--- config.mk ---
export PLATFORM = sky130hd
export DESIGN_NAME = display_frame_buffer
export DESIGN_NICKNAME = d
export VERILOG_FILES = /design/src/rtl/display_frame_buffer.sv
export SDC_FILE = /design/constraint.sdc
export NUM_CORES = 1
export LEC_CHECK = 0
export BUFFER_PORTS_ARGS = -buffer_cell sky130_fd_sc_hd__clkbuf_2
export CORE_MARGIN = 2
export CORE_UTILIZATION = 38
export DETAILED_ROUTE_END_ITERATION = 16
export GPL_TIMING_DRIVEN = 0
export PLACE_DENSITY_LB_ADDON = 0.05
export SLEW_MARGIN = 0
export SYNTH_ARGS = -nofsm -noshare
export SYNTH_HDL_FRONTEND = slang
export SYNTH_SLANG_ARGS = --single-unit
--- constraint.sdc ---
create_clock -name clk -period 4.79 [get_ports clk]
set_clock_uncertainty 0.05 [all_clocks]
set_input_delay 0.958 -clock clk [delete_from_list [all_inputs] [get_ports clk]]
set_output_delay 0.958 -clock clk [all_outputs]
set_load 0.02 [all_outputs]
--- src/rtl/display_frame_buffer.sv ---
// Double-buffered hex frame store for an 8-digit 7-segment display.
// New words are swapped in only at a scan-frame boundary or after a scan stall.
module display_frame_buffer #(
    parameter int STALL_CYCLES = 1_000_000,
    parameter int TMR_W        = 20
) (
    input  logic        clk,
    input  logic        reset,
    input  logic [2:0]  seg_sel,
    input  logic [31:0] wr_data,
    input  logic [7:0]  wr_dp,
    input  logic        wr_valid,
    output logic        wr_ready,
    input  logic        blank_lz,
    output logic [6:0]  seg,
    output logic        dp,
    output logic        commit
);

    typedef enum logic [1:0] {
        EMPTY  = 2'd0,
        HELD   = 2'd1,
        COMMIT = 2'd2
    } state_t;

    localparam logic [TMR_W-1:0] STALL_LIM = TMR_W'(STALL_CYCLES - 1);

    state_t      state, state_n;
    logic [2:0]  sel_m, sel_s, sel_p;
    logic        sel_chg, boundary, stall;
    logic [TMR_W-1:0] cnt;
    logic [31:0] pend, act;
    logic [7:0]  pend_dp, act_dp;
    logic        cap, load;
    logic [31:0] upper;
    logic [3:0]  nib;
    logic        blanked;

    // seg_sel comes from another clock domain
    always_ff @(posedge clk or negedge reset) begin
        if (!reset) begin
            sel_m <= 3'b000;
            sel_s <= 3'b000;
            sel_p <= 3'b000;
        end else begin
            sel_m <= seg_sel;
            sel_s <= sel_m;
            sel_p <= sel_s;
        end
    end

    assign sel_chg  = (sel_s != sel_p);
    assign boundary = sel_chg && (sel_s == 3'b000);
    assign stall    = (cnt >= STALL_LIM);

    always_ff @(posedge clk or negedge reset) begin
        if (!reset)
            cnt <= '0;
        else if (sel_chg)
            cnt <= '0;
        else if (cnt != '1)
            cnt <= cnt + TMR_W'(1);
    end

    always_ff @(posedge clk or negedge reset) begin
        if (!reset)
            state <= EMPTY;
        else
            state <= state_n;
    end

    always_comb begin
        state_n  = state;
        wr_ready = 1'b0;
        commit   = 1'b0;
        cap      = 1'b0;
        load     = 1'b0;
        unique case (state)
            EMPTY: begin
                wr_ready = 1'b1;
                if (wr_valid) begin
                    cap     = 1'b1;
                    state_n = HELD;
                end
            end
            HELD: begin
                if (boundary || stall) begin
                    load    = 1'b1;
                    state_n = COMMIT;
                end
            end
            COMMIT: begin
                commit  = 1'b1;
                state_n = EMPTY;
            end
            default: state_n = EMPTY;
        endcase
    end

    always_ff @(posedge clk or negedge reset) begin
        if (!reset) begin
            pend    <= '0;
            pend_dp <= '0;
            act     <= '0;
            act_dp  <= '0;
        end else begin
            if (cap) begin
                pend    <= wr_data;
                pend_dp <= wr_dp;
            end
            if (load) begin
                act    <= pend;
                act_dp <= pend_dp;
            end
        end
    end

    function automatic logic [6:0] hex7(input logic [3:0] n);
        logic [6:0] c;
        unique case (n)
            4'h0: c = 7'b1000000;
            4'h1: c = 7'b1111001;
            4'h2: c = 7'b0100100;
            4'h3: c = 7'b0110000;
            4'h4: c = 7'b0011001;
            4'h5: c = 7'b0010010;
            4'h6: c = 7'b0000010;
            4'h7: c = 7'b1111000;
            4'h8: c = 7'b0000000;
            4'h9: c = 7'b0010000;
            4'hA: c = 7'b0001000;
            4'hB: c = 7'b0000011;
            4'hC: c = 7'b1000110;
            4'hD: c = 7'b0100001;
            4'hE: c = 7'b0000110;
            4'hF: c = 7'b0001110;
        endcase
        return c;
    endfunction

    // a digit is blank when it and every more-significant nibble are zero
    assign upper   = act >> {sel_s, 2'b00};
    assign nib     = act[{sel_s, 2'b00} +: 4];
    assign blanked = blank_lz && (sel_s != 3'b000) && (upper == 32'd0);

    always_ff @(posedge clk or negedge reset) begin
        if (!reset) begin
            seg <= 7'b1111111;
            dp  <= 1'b1;
        end else begin
            seg <= blanked ? 7'b1111111 : hex7(nib);
            dp  <= ~act_dp[sel_s];
        end
    end

endmodule
Yosys cells after proc, flatten, opt, wreduce, memory -nomap -nowiden. Memory sizes are Yosys's and may differ from the RTL's. Index checks and enable logic that the tools add are counted.

Register bits after elaboration: 119. Bits in read-only memories: 112. Input port bits: 47. Output and inout port bits: 10. Word-level logic and storage cells: 48. Memories kept: 1.

Memories: (no name shown) (depth 16, width 7, read ports 1, clocked after memory_dff 0, write ports 0, RTL line 120) `unique case (n)`.

Add/subtract/negate cells: 1. Magnitude comparators: 2. Equality and inequality tests: 6. Shift operators: 2. Mux-type cells: 14. Bitwise gates (word level): 1. Reduce and logical (&&, ||, !) cells: 10.

Operators by type and width (number): $mux W20 (2); $logic_not A32 Y1 (1); $shiftx A32 B6 Y4 (1); $shr A32 B5 Y32 (1); $add A20 B1 Y20 const B (1); $ge A20 B20 Y1 const B (1); $ne A20 B20 Y1 const B (1); $mux W1 (7); $mux W7 (1); $lt A3 B4 Y1 const B (1); $mux W2 (2); $ne A2 B2 Y1 const B (2); $pmux W2 S2 (1); $bmux W1 S3 (1); $logic_and A1 B1 Y1 (3); $logic_not A3 Y1 (1); $ne A3 B3 Y1 (1); $reduce_bool A3 Y1 (1); $eq A2 B1 Y1 const B (1); $eq A2 B2 Y1 const B (1); $logic_not A2 Y1 (1); $reduce_and A2 Y1 (1); $reduce_bool A2 Y1 (1); $logic_or A1 B1 Y1 (1); $not A1 Y1 (1).

Logic depth before layout (Yosys ltp).
Depth after elaboration: 5. Gate-level depth with buffers: 13. Depth with buffers taken out: 9.

Least setup slack after synthesis. No wires, ideal clock.

Path kind: register to register. Start: register sel_s[2]. End: register seg[5]. Library setup time: 0.084 ns. Arrival: 2.574 ns. Required time: 4.656 ns. Slack: 2.081 ns. Cell stages (with the launch flop): 13. Path buffers: 3. Clock period less this slack: 2.709 ns. Cells stage by stage: dfrtp_1 -> buf_2 -> buf_2 -> mux4_2 -> mux2_2 -> inv_1 -> ha_1 -> nand2_1 -> a21oi_1 -> nand4_1 -> or3_1 -> buf_2 -> o2111ai_1.

Longest elaborated chain between the ends: 4. Elaborated cells on any way between the ends: 8. Those cells by class: 2 x shift; 1 x mux; 4 x reduce/logical; 1 x memory.

Ends and longest elaborated chain: start, declared (RTL line 29) `logic [2:0] sel_m, sel_s, sel_p;`; start signal, assigned (RTL line 47) `sel_s <= sel_m;`; branches (longest 3 deep; another with $mem_v2 Z16 W7); $mux W7 (*) (RTL line 151) `seg <= blanked ? 7'b1111111 : hex7(nib);`; end signal, assigned (RTL line 151); end, declared (RTL line 15) `output logic [6:0] seg,`.

Every way passes the cells marked *. A chain may end at the register's enable or synchronous reset.

Worst setup path in the final report.
Start: register sel_s[2]. End: register seg[6].

The elaborated chain is that of the path after synthesis.

==> metrics.yaml <==
run_status:
  status: "complete, no violations"
worst_hold_path:
  hold_depth: 0
  hold_path.class: "reg2reg"
  worstHoldEndpoint: "sel_s[0]"
  worstHoldStart: "sel_m[0]"
pwr:
  power_mw: 3.92
  power.leakage_nw: 2.85
  ir_worst_vdd_mv: 0.294
  power.density_nw_per_um2: 594
cts:
  cts_setup_buffers: 0
  post_cts_resized: 0
  h-tree-depth: 4
  cts_tree: "yes"
  hold_buffers: 0
  clk_latency_ns: 0.42
  clock_sinks: 119
  path_clk_slew_ns: 0.06
  cts_root_buf: "clkbuf_16"
  cts_buffers: 17
  clock_path_buffers: 2
synthesis:
  async_flop_share_pct: 100
  synthDistinctLibCells: 58
  synth_edf_count: 0
  ys_ff_latch: 119
  synthFlopType: "dfrtp_1"
  synth-seq-area-share_pct: 54.4
  yosysWarningCount: 0
  syn_nets: 489
  syn_area_sq_um: 5490
  synth.avg_cell_area_sq_um: 12.6
  netlist_instances: 435
floorplan:
  die_w_um: 124
  num_rows: 43
  start_util_pct: 39.3
  die_h_um: 124
  core_sq_um: 14000
  ioPinCount: 57
  dieArea_sq_um: 15400
global_routing:
  grt_pass1_wl_mm: 20.1
  grt.overflow.total: 0
  grt_pass1_vias: 3680
  grtUsageTotal_pct: 16.5
  grt_max_degree: 84
  antenna_found_initial: 0
cells_and_area:
  diodes: 0
  mostFrequentLayoutCells: "dfrtp_1, mux2_2, clkbuf_2"
  nFillCells: 1329
  layout.cells.most_common: "dfrtp_1"
  register_area_sq_um: 2990
  area_growth_pct: 20.1
  fin_nets: 565
  postLayoutCellArea_sq_um: 6600
  drive_gt1_share_pct: 39.7
  multi_input_area_sq_um: 2370
critical_path:
  r2r_start: "sel_s[2]"
  path_class: "reg2reg"
  rrSetupSlack_ns: 1.68
  cp.arrival_ns: 3.39
  critPathLaunchType: "register"
  r2r_cells: 12
  required_ns: 5.07
  r2r_end: "seg[6]"
  cp_max_fo: 10
  crit_start: "sel_s[2]"
  end_kind: "register"
timing:
  hold_viol_final: 0
  fmax_mhz: 322
  layout_setup_ws_ns: 1.68
  whs_ns: 0.296
  min_period_over_period_pct: 64.9
  slew_headroom_pct: 59.7
  setup_violations: 0
  maxSlewViolCount: 0
  rsz0062_at_grt: "false"
  setup_tns_ns: 0
  tightest_slew_ns: 0.605
  timing.final.crit_period_ns: 3.11
placement:
  gp_congestion: 0.914
  pre_cts_slack_ns: 1.67
  dp_hpwl_mm: 8.42
  io_buffers: 56
  placed_area_sq_um: 6030
detailed_routing:
  wl_per_cell_um: 16.9
  totalWireLength_mm: 11.9
  drtAntennaViolNets: 0
  drc_errors: 0
  via_per_inst: 5.18
  drt-initial-drc-count: 213
  vias: 3650
  drtPass1Iterations: 5
job:
  maxCapViolCount: 0
## logic make-up (layout without fill, tap and decap cells)
family	after synthesis	count (layout)	synth area share [%]
muxes	101	101	22.7
AOI/OAI and AO/OA	45	45	5.58
and+or+nand+nor	122	122	11.0
buffers and inverters	26	115	2.41
DFF	119	119	54.4
xor gates and xnor gates	15	15	2.39
adders and majority gates	7	7	1.59
## per-layer routing
layer	vias to the layer above	global-route usage (%)	wire length, um
met5	-	0	0
met4	0	5.82	164
met3	15	5.16	472
met2	77	23.7	5270
met1	1817	23.7	6020
li1	1741	-	-
## report_power, final
group          total [mW]  leakage (nW)  internal (mW)  switching [mW]
combinational        1.01          1.13          0.554           0.459
clock                1.20         0.269          0.728           0.473
sequential           1.70          1.45           1.41           0.290
## worst max-delay path, stage by stage (launching register included)
cell	delay [ns]
dfrtp_1	0.36
buf_2	0.20
buf_2	0.28
mux4_2	0.52
mux2_2	0.33
inv_1	0.15
ha_1	0.22
nand2_1	0.08
a21oi_1	0.12
nand4_1	0.10
or3_1	0.32
buf_2	0.17
o2111ai_1	0.12
## flip-flops by register name, indices dropped and copies added, names as in the netlist
register	count
pend_dp	8
state	2
sel_p	3
dp	1
cnt	20
act_dp	8
act	32
sel_s	3
pend	32
sel_m	3
seg	7
## cell usage after synthesis, types with 2 or more instances
master / number / area [sq um]
nor2_1: 38 / 143
nand2_1: 24 / 90.1
o31ai_1: 3 / 22.5
dfstp_2: 8 / 210
and2_1: 4 / 25.0
or3_1: 4 / 25.0
clkbuf_1: 7 / 26.3
a21oi_1: 12 / 60.1
xor2_1: 6 / 52.6
a211oi_1: 2 / 15.0
and3_1: 5 / 31.3
nor3b_1: 3 / 22.5
mux2_2: 83 / 935
dfrtp_1: 111 / 2780
buf_2: 7 / 35.0
buf_1: 2 / 7.51
o21ai_0: 8 / 40.0
o2111ai_1: 2 / 17.5
mux2i_1: 6 / 60.1
nor4_1: 2 / 12.5
a221oi_1: 2 / 17.5
nand3_1: 12 / 60.1
nor3_1: 11 / 55.1
nand2b_1: 2 / 12.5
ha_1: 7 / 87.6
mux4_2: 9 / 203
and4_1: 4 / 35.0
nand4_1: 6 / 37.5
xnor2_1: 9 / 78.8
nor2b_1: 2 / 12.5
buf_4: 5 / 37.5
inv_1: 3 / 11.3
## how the worst max path moves through the flow
stage	endpoint	slack (ns)	depth (start not counted)
6_report	seg[6]	1.68	12
3_3_place_gp	pend[20]	0.88	1
4_1_cts	seg[6]	1.65	12
5_1_grt	seg[2]	1.48	12
2_1_floorplan	seg[5]	2.08	12
3_5_place_dp	seg[6]	1.67	12
## cell type report
cell class / count / share of cell area, %
Buffer: 22 / 1.78
Clock inverter: 14 / 1.88
Sequential cell: 119 / 45.3
Inverter: 4 / 0.228
Timing Repair Buffer: 57 / 4.80
Tap cell: 180 / 3.41
Clock buffer: 18 / 6.66
Multi-Input combinational cell: 290 / 36.0
## through the flow
stage	utilization, %	cells
floorplan	-	435
global placement	42.9	671
detailed placement	43.1	672
CTS	47.2	704
global route	47.2	704
finish	47.2	704
No activity file was read; power rests on OpenSTA's default activity.
